==> src/rtl/alu_decode.sv <==
// RV32I decode/issue stage feeding the registered ALU: decodes OP, OP-IMM, LUI
// and AUIPC, registers ALU operands and inserts bubbles on RAW hazards.
module alu_decode #(
  parameter int unsigned HAZARD_DEPTH = 2
) (
  input  logic        clk,
  input  logic        rst,
  input  logic        instr_valid,
  output logic        instr_ready,
  input  logic [31:0] instr,
  input  logic [31:0] pc,
  output logic [4:0]  rs1_addr,
  output logic [4:0]  rs2_addr,
  input  logic [31:0] rs1_data,
  input  logic [31:0] rs2_data,
  input  logic        stall,
  output logic [3:0]  op,
  output logic [31:0] in1,
  output logic [31:0] in2,
  output logic [4:0]  rd,
  output logic        rd_we,
  output logic        out_valid,
  output logic        illegal
);

  typedef enum logic [3:0] {
    ALU_ADD  = 4'd0,
    ALU_SUB  = 4'd1,
    ALU_SLL  = 4'd2,
    ALU_SLT  = 4'd3,
    ALU_SLTU = 4'd4,
    ALU_XOR  = 4'd5,
    ALU_SRL  = 4'd6,
    ALU_SRA  = 4'd7,
    ALU_OR   = 4'd8,
    ALU_AND  = 4'd9
  } alu_op_e;

  localparam logic [6:0] OPC_OP    = 7'b0110011;
  localparam logic [6:0] OPC_OPIMM = 7'b0010011;
  localparam logic [6:0] OPC_LUI   = 7'b0110111;
  localparam logic [6:0] OPC_AUIPC = 7'b0010111;

  logic [6:0]  opcode, funct7;
  logic [2:0]  funct3;
  logic [4:0]  rd_f;

  alu_op_e     d_op;
  logic [31:0] d_in1, d_in2;
  logic        d_illegal, d_we, use1, use2;
  logic        hazard, accept;

  alu_op_e     op_q;
  logic [4:0]  trk_rd [HAZARD_DEPTH];
  logic        trk_we [HAZARD_DEPTH];

  assign opcode   = instr[6:0];
  assign funct3   = instr[14:12];
  assign funct7   = instr[31:25];
  assign rd_f     = instr[11:7];
  assign rs1_addr = instr[19:15];
  assign rs2_addr = instr[24:20];

  always_comb begin
    d_op      = ALU_ADD;
    d_in1     = '0;
    d_in2     = '0;
    d_illegal = 1'b1;
    use1      = 1'b0;
    use2      = 1'b0;
    unique case (opcode)
      OPC_OP: begin
        if (funct7 == 7'b0000000 ||
            (funct7 == 7'b0100000 && (funct3 == 3'b000 || funct3 == 3'b101))) begin
          d_illegal = 1'b0;
          use1      = 1'b1;
          use2      = 1'b1;
          d_in1     = rs1_data;
          d_in2     = rs2_data;
          unique case (funct3)
            3'b000: d_op = funct7[5] ? ALU_SUB : ALU_ADD;
            3'b001: begin d_op = ALU_SLL; d_in2 = {27'b0, rs2_data[4:0]}; end
            3'b010: d_op = ALU_SLT;
            3'b011: d_op = ALU_SLTU;
            3'b100: d_op = ALU_XOR;
            3'b101: begin d_op = funct7[5] ? ALU_SRA : ALU_SRL; d_in2 = {27'b0, rs2_data[4:0]}; end
            3'b110: d_op = ALU_OR;
            default: d_op = ALU_AND;
          endcase
        end
      end
      OPC_OPIMM: begin
        if ((funct3 != 3'b001 && funct3 != 3'b101) ||
            (funct3 == 3'b001 && funct7 == 7'b0000000) ||
            (funct3 == 3'b101 && (funct7 == 7'b0000000 || funct7 == 7'b0100000))) begin
          d_illegal = 1'b0;
          use1      = 1'b1;
          d_in1     = rs1_data;
          d_in2     = {{20{instr[31]}}, instr[31:20]};
          unique case (funct3)
            3'b000: d_op = ALU_ADD;
            3'b001: begin d_op = ALU_SLL; d_in2 = {27'b0, instr[24:20]}; end
            3'b010: d_op = ALU_SLT;
            3'b011: d_op = ALU_SLTU;
            3'b100: d_op = ALU_XOR;
            3'b101: begin d_op = funct7[5] ? ALU_SRA : ALU_SRL; d_in2 = {27'b0, instr[24:20]}; end
            3'b110: d_op = ALU_OR;
            default: d_op = ALU_AND;
          endcase
        end
      end
      OPC_LUI: begin
        d_illegal = 1'b0;
        d_in2     = {instr[31:12], 12'b0};
      end
      OPC_AUIPC: begin
        d_illegal = 1'b0;
        d_in1     = pc;
        d_in2     = {instr[31:12], 12'b0};
      end
      default: ;
    endcase
    d_we = !d_illegal && (rd_f != 5'd0);
  end

  // Only sources the instruction actually reads can raise a hazard.
  always_comb begin
    hazard = 1'b0;
    for (int unsigned i = 0; i < HAZARD_DEPTH; i++) begin
      if (trk_we[i] &&
          ((use1 && rs1_addr != 5'd0 && rs1_addr == trk_rd[i]) ||
           (use2 && rs2_addr != 5'd0 && rs2_addr == trk_rd[i])))
        hazard = 1'b1;
    end
    hazard = hazard && instr_valid;
  end

  assign instr_ready = !stall && !hazard;
  assign accept      = instr_valid && instr_ready;
  assign op          = op_q;

  always_ff @(posedge clk) begin
    if (rst) begin
      op_q      <= ALU_ADD;
      in1       <= '0;
      in2       <= '0;
      rd        <= '0;
      rd_we     <= 1'b0;
      out_valid <= 1'b0;
      illegal   <= 1'b0;
      for (int unsigned i = 0; i < HAZARD_DEPTH; i++) begin
        trk_rd[i] <= '0;
        trk_we[i] <= 1'b0;
      end
    end else if (!stall) begin
      if (accept) begin
        op_q      <= d_op;
        in1       <= d_in1;
        in2       <= d_in2;
        rd        <= rd_f;
        rd_we     <= d_we;
        out_valid <= 1'b1;
        illegal   <= d_illegal;
        trk_rd[0] <= rd_f;
        trk_we[0] <= d_we;
      end else begin
        op_q      <= ALU_ADD;
        in1       <= '0;
        in2       <= '0;
        rd        <= '0;
        rd_we     <= 1'b0;
        out_valid <= 1'b0;
        illegal   <= 1'b0;
        trk_rd[0] <= '0;
        trk_we[0] <= 1'b0;
      end
      for (int unsigned i = 1; i < HAZARD_DEPTH; i++) begin
        trk_rd[i] <= trk_rd[i-1];
        trk_we[i] <= trk_we[i-1];
      end
    end
  end

endmodule

==> config.mk <==
export PLATFORM = sky130hd
export DESIGN_NAME = alu_decode
export DESIGN_NICKNAME = d
export VERILOG_FILES = /design/src/rtl/alu_decode.sv
export SDC_FILE = /design/constraint.sdc
export NUM_CORES = 1
export LEC_CHECK = 0
export ABC_AREA = 1
export BUFFER_PORTS_ARGS = -buffer_cell sky130_fd_sc_hd__buf_2
export CORE_MARGIN = 3
export CORE_UTILIZATION = 47
export CTS_CLUSTER_SIZE = 14
export DETAILED_ROUTE_END_ITERATION = 16
export HOLD_SLACK_MARGIN = 0.12
export PLACE_DENSITY_LB_ADDON = 0.08
export REMOVE_ABC_BUFFERS = 1
export SLEW_MARGIN = 25
export SYNTH_ARGS = -nofsm -noshare
export SYNTH_HDL_FRONTEND = slang
export SYNTH_SLANG_ARGS = --single-unit
==> constraint.sdc <==
create_clock -name clk -period 1.95 [get_ports clk]
set_input_delay 0.195 -clock clk [delete_from_list [all_inputs] [get_ports clk]]
set_output_delay 0.195 -clock clk [all_outputs]
set_load 0.005 [all_outputs]
### After elaboration in Yosys (flattened, before gate mapping)

Memories as Yosys holds them, arrays and structs flattened.
Index checks and enable logic that the tools add are counted.

| word-level totals | value |
|---|---|
| RAM bits | 12 |
| output and inout port bits | 87 |
| register bits | 76 |
| bits of input ports | 132 |
| logic and storage cells | 114 |
| memories kept | 2 |

Memory list:

| name | depth | bits a word | rd ports | clocked after Yosys merged registers in | write ports | line | text |
|---|---|---|---|---|---|---|---|
| trk_rd | 2 | 5 | 2 | 0 | 2 | 54 | `logic [4:0] trk_rd [HAZARD_DEPTH];` |
| trk_we | 2 | 1 | 2 | 0 | 2 | 55 | `logic trk_we [HAZARD_DEPTH];` |

| cells by class | value |
|---|---|
| multiplexer cells | 49 |
| bitwise gates (word level) | 6 |
| equality and inequality tests | 17 |
| reductions and logical operators | 33 |

Operators by type and width:

| cell | count |
|---|---|
| $mux W32 | 8 |
| $pmux W32 S3 | 2 |
| $pmux W4 S7 | 2 |
| $mux W1 | 27 |
| $eq A7 B6 Y1 const B | 3 |
| $eq A5 B5 Y1 | 4 |
| $mux W5 | 4 |
| $logic_and A1 B1 Y1 | 16 |
| $reduce_bool A5 Y1 | 3 |
| $eq A7 B5 Y1 const B | 2 |
| $mux W4 | 3 |
| $eq A3 B3 Y1 const B | 3 |
| $pmux W4 S2 | 1 |
| $logic_not A7 Y1 | 1 |
| $logic_or A1 B1 Y1 | 7 |
| $eq A3 B2 Y1 const B | 2 |
| $or A1 B1 Y1 | 6 |
| $reduce_or A2 Y1 | 2 |
| $eq A3 B1 Y1 const B | 1 |
| $logic_not A1 Y1 | 3 |
| $logic_not A3 Y1 | 1 |
| $ne A3 B1 Y1 const B | 1 |
| $ne A3 B3 Y1 const B | 1 |
| $pmux W1 S3 | 1 |
| $pmux W1 S2 | 1 |

### Depth between registers and ports, before layout

Gate-level depths: netlist (run 1).

| depth | value |
|---|---|
| word-level depth | 22 |
| depth in mapped cells | 15 |
| mapped depth without buffers | 13 |

### Worst setup path after synthesis (run 1)

OpenSTA, ideal clock, no wires.

| timing path | value |
|---|---|
| kind | input-to-reg |
| start point | input port instr[29] |
| end point | memory trk_we[0][0] (data pin) |
| stages on the path | 13 |
| path slack | 393 ps |
| required time | 1697 ps |
| setup time | 253 ps |
| arrival | 1305 ps |
| path through | nor2_1 nand2_1 nor2_1 nand2_1 nand2_1 nand2_2 nand2_4 nand3_1 nand2_1 nand2_2 buf_6 nand4_1 inv_1 |

RTL lines:

| element | line | text |
|---|---|---|
| start, declared | 10 | `input logic [31:0] instr,` |
| end, declared | 55 |  |

==> out/results.ini, run 1 <==
[outcome]
outcome=complete, but fails checks
violations=setup timing

[place]
portBuffers=218
dp_hpwl_um=10200
place_congestion=0.862
dp.cells=1010
dpl_worst_slack_ns=0.0484
dpl_cell_area_mm2=0.00587

[grt]
grt_pass1_wl_um=22800
gr-usage-all-layers_pct=24.4
grt_pass1_vias=4728
overflow=0
grt_max_degree=50
antenna_found_initial=0

[timing]
setup_violations=1
fin_crit_ns=2.02
finalHoldViolations=0
setup_ws_ns=-0.0713
slew_viol_final=0
relSlewSlack_pct=66.9
fmax_ghz=0.495
tns_ns=-0.0713
final.period_utilization_pct=104
final.setup_skew_ns=0.0125
worst_pin_slew_ns=0.497
rsz0062_at_grt=yes

[yosys]
syn_area_per_cell_um2=6.78
yosys.area.top_type=dfxtp_1
yosysSeqAreaShare_pct=39.7
synth_area_mm2=0.00475
muxShareOfSynthArea_pct=0
synth_compound_area_share_pct=1.85
ys.flop_type=dfxtp_1
synthTopCellsByCount=nand2_1 (304), dfxtp_1 (76), nand4_1 (75)
yosysTopAreaCellShare_pct=32.1
synth_simple_gate_area_share_pct=45.0
yosysMostFrequentCell=nand2_1
syn_inst=700
synth_fa_ha_area_share_pct=0
synthTopCellsByArea=dfxtp_1 (32%), nand2_1 (24%), nand4_1 (9.9%)
synth-edff-count=12
synthArstFlopShare_pct=0
synth_seq_cells=88
yosys_warnings=0
post_synth_num_cell_types=26
synth_top_family_by_area=simple AND/OR/NAND/NOR gates
yosys.area_share.xor_xnor_pct=3.69

[die]
die_area_mm2=0.0113
die_h_um=106
core_area_mm2=0.00977
fp-row-count=36
start_util_pct=48.6
io-pin-count=219
fp.dieW_um=106

[routing]
firstDrtPassIters=7
drc=0
vias=5280
routed_wl_um=14500
wl_per_cell_um=14.0
drtIter0Drc=290
vias_per_cell=5.12
ant_nets=0

[cts]
insertion_delay_ns=0.36
cts_inserted_buffers=9
clockBufferDepth=2
cts-root-buf=clkbuf_8
clk_pin_slew_ns=0.09
clock-sinks=88
cts_tree=yes
cts_max_level=3

[power_and_ir_drop]
switching_share_pct=24.9
power_frac_comb_pct=10.8
intPower_mw=2.63
power_switching_mw=0.873
clockPowerShare_pct=35.5
power_frac_seq_pct=53.7
ir_drop_uv=431
power_leakage_nw=3.50
cellPowerDensity_mw_per_mm2=567

[worst_setup_path]
crit_arrival_ns=1.83
start_kind=register
worstSetupPathType=reg2out
worstPathRequired_ns=1.75
worstPathMaxFanout=3
endpoint_kind=output pin

[layout]
finish.utilization_pct=63.3
n_antenna_cell=0
seq_area_mm2=0.00188
multi_input_comb_area_mm2=0.00246
nets=1026
drive_above_1_share_pct=31.0
area_growth_pct=30.4
design_area_mm2=0.00619
finalNonFillerCells=1032
fillers=944

[run]
maxCapViolations=0

[min_path]
min_path_type=in2reg

timing repair:
action | CTS | global route
pin swaps | 6 | 7
hold buffers | 0 | 0
endpoints found under the setup margin | 1 | 76
resized for setup | 7 | 7
gates cloned | 0 | 2
buffers inserted | 2 | 2
worst max-delay path: stages, from the launching register on:
cell      delay [ns]
edfxtp_1        0.48
xnor2_1         0.23
nand3_1         0.11
nor3_2          0.16
nand3_1         0.11
nand2_2         0.11
nand2_4         0.05
nand2_2         0.06
a21oi_2         0.05
buf_2           0.12
power by group through the flow:
stage | logic, mW | clock network, mW | registers, mW
detailed placement | 0.366 | 0 | 1.92
CTS | 0.374 | 1.28 | 1.88
floorplan | 0.130 | 0 | 1.92
global route | 0.423 | 1.37 | 1.89
global placement | 0.357 | 0 | 1.92
finish | 0.380 | 1.24 | 1.88
layer usage:
metal  part of all wire [%]  track usage, %  wire length, µm
met5                      0               0                0
met4                    2.1            8.22              303
met3                    8.2            4.01             1190
met2                     48            40.0             6880
met1                     42            32.8             6090
metrics by stage:
stage / total power, mW / hold WS (ns)
finish: 3.51 / 0.152
global route: 3.67 / 0.166
CTS: 3.53 / 0.141
detailed placement: 2.29 / 0.435
global placement: 2.28 / 0.432
floorplan: 2.05 / 0.378
placed cells by master, fill, tap and decap left out, drive strengths merged, types with 3 or more instances in the layout:
master,Yosys,final
nor2,24,24
nand2,310,310
nand3,66,66
clkinv,0,3
dfxtp,76,76
o21ai,3,3
edfxtp,12,12
xor2,8,8
nand4,75,75
inv,33,34
nor3,7,7
clkbuf,18,12
buf,41,241
xnor2,12,12
a21oi,10,10
state kept, by name, summed over array words and instances, names as in the netlist:
| register | flops |
|---|---|
| illegal | 1 |
| in1 | 32 |
| in2 | 32 |
| op | 4 |
| out_valid | 1 |
| rd | 5 |
| rd_we | 1 |
| trk_rd | 10 |
| trk_we | 2 |
cell families after synthesis:
| kind of cell | after synthesis |
|---|---|
| flip-flops | 88 |
| AND/OR/NAND/NOR | 484 |
| AO/OA/AOI/OAI | 16 |
| buffers and inverters | 92 |
| XOR/XNOR | 20 |
final timing paths:
kind	end	slack, ns	start	depth (start not counted)
setup / recovery	instr_ready	-0.07	trk_rd[0][0]$_SDFFCE_PP0P_	9
hold / removal	rd[4]$_SDFFE_PP0N_	0.15	instr[11]	3
setup reg to reg	in2[8]$_SDFFE_PP0N_	0.06	trk_rd[0][0]$_SDFFCE_PP0P_	10
hold reg to reg	in2[17]$_SDFFE_PP0N_	0.45	in2[17]$_SDFFE_PP0N_	2
layout make-up:
type	count	area share (%)
Clock inverter	5	0.950
Sequential cell	88	30.4
Clock buffer	11	2.12
Tap cell	133	2.69
Multi-Input combinational cell	520	39.8
Timing Repair Buffer	242	22.0
Inverter	33	2.00
No activity file was read; power rests on OpenSTA's default activity.
==> run 2, diff against run 1 <==
ABC_AREA = not set   (was 1)
CORE_UTILIZATION = 46   (was 47)
REMOVE_ABC_BUFFERS = not set   (was 1)
SETUP_SLACK_MARGIN = 0.2   (was not set)
==> run 2 against run 1 <==
Against the previous run:
- wire length fell by 2.3%
- first-iteration DRC count decreased by 26%
- sequential cell count did not move
- highest routed layer unchanged
- critical path type unchanged
- maximum frequency shrank 7.9%
- critical path depth down 2
- the flow still finishes with violations (setup timing)
==> out/results.ini, run 2 <==
[worst_setup_path]
start_kind=register
endpoint_kind=output pin
worstPathRequired_ns=1.75
worstPathMaxFanout=3
crit_arrival_ns=2.00
worstSetupPathType=reg2out

[yosys]
post_synth_num_cell_types=52
synth_compound_area_share_pct=25.9
yosys.area.top_type=dfxtp_1
yosysMostFrequentCell=nand2_1
synth_seq_cells=88
muxShareOfSynthArea_pct=0.231
ys.flop_type=dfxtp_1
synth_fa_ha_area_share_pct=0
yosysSeqAreaShare_pct=43.5
synth_top_family_by_area=compound AO/OA/AOI/OAI gates
yosysTopAreaCellShare_pct=35.1
yosys.area_share.xor_xnor_pct=4.25
synth_simple_gate_area_share_pct=18.3
synthTopCellsByCount=nand2_1 (113), dfxtp_1 (76), a22oi_1 (43)
synthTopCellsByArea=dfxtp_1 (35%), nand2_1 (9.8%), edfxtp_1 (8.3%)
syn_area_per_cell_um2=8.93
synth_area_mm2=0.00433
synth-edff-count=12
yosys_warnings=0
syn-num-nets=617
synthArstFlopShare_pct=0
syn_inst=485

[cts]
cts-root-buf=clkbuf_8
cts_max_level=3
cts_inserted_buffers=9
clk_pin_slew_ns=0.09
insertion_delay_ns=0.36
cts_tree=yes
clock-sinks=88
clockBufferDepth=2

[timing]
hold_slack_ns=0.116
slew_viol_final=0
rsz0062_at_grt=yes
setup_violations=80
final.setup_skew_ns=0.00825
tns_ns=-8.91
finalHoldViolations=0
setup_ws_ns=-0.246
fmax_ghz=0.455
worst_pin_slew_ns=0.440
relSlewSlack_pct=70.6
fin_crit_ns=2.20
final.period_utilization_pct=113

[routing]
routed_wl_um=14100
vias=4607
vias_per_cell=5.18
wl_per_cell_um=15.9
firstDrtPassIters=5
drc=0
ant_nets=0
drtIter0Drc=216

[grt]
overflow=0
grt_max_degree=36
antenna_found_initial=0
gr-usage-all-layers_pct=26.1
grt_pass1_wl_um=21900
grt_pass1_vias=4686

[power_and_ir_drop]
power_frac_comb_pct=14.4
switching_share_pct=24.2
power_switching_mw=0.957
power.total_mw=3.96
power_frac_seq_pct=47.6
power_leakage_nw=3.08
cellPowerDensity_mw_per_mm2=581
intPower_mw=3.00
ir_drop_uv=378
clockPowerShare_pct=37.9

[die]
fp-row-count=34
core_area_mm2=0.00893
start_util_pct=48.5
die_area_mm2=0.0106
fp.dieW_um=103
io-pin-count=219
die_h_um=103

[layout]
finish.utilization_pct=76.2
area_growth_pct=57.1
layout_commonest_cell=buf_2
top_regs=in1 x32, in2 x32, trk_rd x10
fillers=664
n_antenna_cell=0
drive_above_1_share_pct=44.6
layout_common_cells=buf_2 (217), nand2_1 (113), dfxtp_1 (76)
nets=908

[place]
dp_hpwl_um=9670
portBuffers=218
place_congestion=0.851

[outcome]
outcome=complete, but fails checks
violations=setup timing

[min_path]
min_path_type=in2reg

[run]
maxCapViolations=0

-- run 2: changes by cell type after synthesis, sizes merged, moves of 8 or more --
cell,change
a21oi,+9
a22oi,+42
buf,-16
inv,-25
nand2,-197
nand3,-64
nand4,-69
o21ai,+68
xnor2,+8
-- run 2: power groups by stage --
stage	sequential (mW)	clock, mW	combinational [mW]
after floorplan	1.92	0	0.193
final	1.88	1.50	0.571
after global routing	1.89	1.59	0.617
after global placement	1.92	0	0.402
after CTS	1.88	1.51	0.544
after detailed placement	1.93	0	0.410
-- run 2: metrics by stage --
| step | cells | worst slack (ns) | area, µm² |
|---|---|---|---|
| finish | 889 | -0.246 | 6800 |
| global route | 889 | -0.325 | 6800 |
| CTS | 885 | -0.263 | 6680 |
| detailed placement | 802 | -0.0845 | 5590 |
| global placement | 802 | -0.0273 | 5590 |
| floorplan | 485 | 0.114 | 4330 |
-- run 2: cells by family after synthesis --
| family | Yosys count |
|---|---|
| and+or+nand+nor | 170 |
| AOI/OAI and AO/OA | 155 |
| DFF | 88 |
| buffers and inverters | 50 |
| xor gates and xnor gates | 21 |
| muxes | 1 |
-- run 2: path summary, 6_finish.rpt --
check                              end  depth (start not counted)  slack (ns)                        from
hold / removal    in1[23]$_SDFFE_PP0N_                          3        0.12                      pc[23]
hold reg to reg     op[1]$_SDFFE_PP0N_                          2        0.45          op[1]$_SDFFE_PP0N_
setup reg to reg   in2[6]$_SDFFE_PP0N_                         11       -0.22  trk_rd[0][0]$_SDFFCE_PP0P_
setup / recovery           instr_ready                          7       -0.25  trk_rd[0][0]$_SDFFCE_PP0P_
-- run 2: cell type report --
type | instances | area, µm² | share of cell area [%]
Timing Repair Buffer | 322 | 2350 | 34.6
Inverter | 8 | 30.0 | 0.441
Tap cell | 108 | 135 | 1.99
Clock buffer | 11 | 153 | 2.24
Multi-Input combinational cell | 347 | 2170 | 31.8
Sequential cell | 88 | 1880 | 27.7
Clock inverter | 5 | 85.1 | 1.25
-- run 2: repair_timing --
action                                  in CTS  in global routing
buffers inserted                            13                  3
endpoints found under the setup margin      80                 82
resized for setup                           23                 24
hold endpoints to repair                    38                  0
cloned                                       7                  1
pin swaps                                    5                  8
hold buffers                                47                  0
-- run 2: per-layer routing --
metal | global-route usage [%] | routed length, µm | vias up
met5 | 0 | 0 | -
met4 | 8.76 | 218 | 0
met3 | 4.74 | 889 | 19
met2 | 47.4 | 7310 | 173
met1 | 30.9 | 5710 | 2122
li1 | - | - | 2293
-- run 2: worst max-delay path, cell delays in order (launching register included) --
cell and delay, ns:
edfxtp_1 0.46, xnor2_1 0.18, nand4_1 0.13, o22ai_1 0.21, and4bb_4 0.28, a41oi_4 0.05
o21ba_4 0.23, buf_6 0.11
==> run 3, diff against run 2 <==
CORE_ASPECT_RATIO = 0.7   (was not set)
==> run 3 against run 2 <==
Against the previous run:
- core utilization barely moved
- die area grew 0.17%
- maximum frequency rose by 0.63%
- clock-buffer cell count grew 3
- global-route usage grew 1.2 points
- power grew 10%
- register-to-register slack better by 0.02 ns
- largest cell class is now multi-input gates
- largest power group is now clock
- sequential cell count stayed put
- combinational power shrank 3.7%
- first-iteration DRC count is 44% higher
- the run still ends with setup timing left
- worst setup slack better by 0.014 ns
==> out/results.ini, run 3 (synthesis results as in run 2) <==
[outcome]
outcome=complete, but fails checks
violations=setup timing

[worst_setup_path]
worstPathRequired_ns=1.75
ff2ff_path_depth=9
start_kind=register
crit_arrival_ns=1.99
endpoint_kind=output pin
worstSetupPathType=reg2out
worstPathMaxFanout=3

[grt]
grt_max_degree=36
grt_pass1_wl_um=22700
grt_pass1_vias=4584
antenna_found_initial=0
gr-usage-all-layers_pct=27.3
overflow=0

[place]
portBuffers=218
dp.cells=813
place_congestion=0.841
dpl_cell_area_mm2=0.00559
dp_hpwl_um=10400

[layout]
design_area_mm2=0.00670
n_antenna_cell=0
layout_commonest_cell=buf_2
finalNonFillerCells=863
top_regs=in1 x32, in2 x32, trk_rd x10
nets=870
area_growth_pct=54.7
drive_above_1_share_pct=52.1
finish.utilization_pct=76.2
layout_common_cells=buf_2 (217), nand2_1 (112), dfxtp_1 (76)

[routing]
routed_wl_um=14700
firstDrtPassIters=5
drtIter0Drc=310
drc=0
vias=4636
ant_nets=0
vias_per_cell=5.37
wl_per_cell_um=17.1

[die]
fp.dieW_um=122
fp-row-count=28
start_util_pct=49.2
io-pin-count=219
die_h_um=87.2
die_area_mm2=0.0106
core_area_mm2=0.00879

[cts]
cts-root-buf=clkbuf_16
insertion_delay_ns=0.34
cts_inserted_buffers=9
clockBufferDepth=2
cts_tree=yes
cts_max_level=3
clk_pin_slew_ns=0.06
clock-sinks=88

[power_and_ir_drop]
power_frac_seq_pct=43.2
power.total_mw=4.37
power_switching_mw=0.979
clockPowerShare_pct=44.2
power_leakage_nw=3.03
cellPowerDensity_mw_per_mm2=652
power_frac_comb_pct=12.6
intPower_mw=3.39
switching_share_pct=22.4
ir_drop_uv=492

[timing]
final.setup_skew_ns=0.00352
final.period_utilization_pct=112
rsz0062_at_grt=yes
setup_ws_ns=-0.232
hold_slack_ns=0.132
slew_viol_final=0
relSlewSlack_pct=63.7
worst_pin_slew_ns=0.541
setup_violations=82
fmax_ghz=0.458
fin_crit_ns=2.18
finalHoldViolations=0

[min_path]
hold_depth=3
min_path_type=in2reg

[run]
maxCapViolations=0

run 3: cell types whose count changed in the layout (fill, tap and decap cells not counted), sizes merged:
cell and change:
nand3b +1, clkbuf +2, dlygate4sd3 -44, inv -2, clkinv -1, buf +6
run 3: worst paths after layout:
| kind | slack [ns] | to | startpoint |
|---|---|---|---|
| worst min-delay path | 0.13 | in2[17]$_SDFFE_PP0N_ | rs2_data[17] |
| worst max-delay path | -0.23 | instr_ready | trk_rd[0][4]$_SDFFCE_PP0P_ |
| worst min register to register | 0.45 | in1[17]$_SDFFE_PP0N_ | in1[17]$_SDFFE_PP0N_ |
| worst max register to register | -0.20 | trk_rd[0][1]$_SDFFCE_PP0P_ | trk_rd[0][4]$_SDFFCE_PP0P_ |
run 3: worst max-delay path, cell delays in order, from the launching register on:
cell and delay (ns):
edfxtp_1 0.44, buf_4 0.17, xnor2_1 0.15, nand4_1 0.16
o22ai_4 0.20, a41oi_4 0.17, o21ba_4 0.24, buf_6 0.11
run 3: repair_timing:
item / CTS / global route
resized for setup: 60 / 42
setup endpoints to repair: 82 / 82
endpoints found under the hold margin: 3 / 0
pin swaps: 45 / 34
setup buffers: 15 / 8
hold buffers: 3 / 0
gates cloned: 8 / 0
run 3: layout make-up:
cell class,count,area [µm²]
Inverter,8,30.0
Tap cell,120,150
Clock inverter,2,60.1
Sequential cell,88,1880
Timing Repair Buffer,283,1940
Fill cell,654,2090
Clock buffer,14,275
Multi-Input combinational cell,348,2360
run 3: power groups by stage:
stage	clock (mW)	sequential, mW	combinational (mW)
floorplan	0	1.92	0.193
global placement	0	1.92	0.406
detailed placement	0	1.92	0.417
CTS	1.95	1.88	0.508
global route	2.04	1.89	0.589
finish	1.93	1.89	0.550
run 3: stage by stage:
stage               setup TNS (ns)  setup WS, ns
floorplan                        0         0.114
global placement             -1.41       -0.0665
detailed placement           -4.89        -0.136
CTS                          -8.55        -0.245
global route                -17.41        -0.289
finish                      -12.57        -0.232
run 3: metal layers:
| layer | up-vias | GRT usage (%) | part of all wire, % | wire, µm |
|---|---|---|---|---|
| li1 | 2209 | - | - | - |
| met1 | 2215 | 34.1 | 41 | 6080 |
| met2 | 195 | 47.6 | 50 | 7340 |
| met3 | 17 | 7.08 | 8.0 | 1170 |
| met4 | 0 | 6.61 | 1.1 | 156 |
| met5 | - | 0 | 0 | 0 |
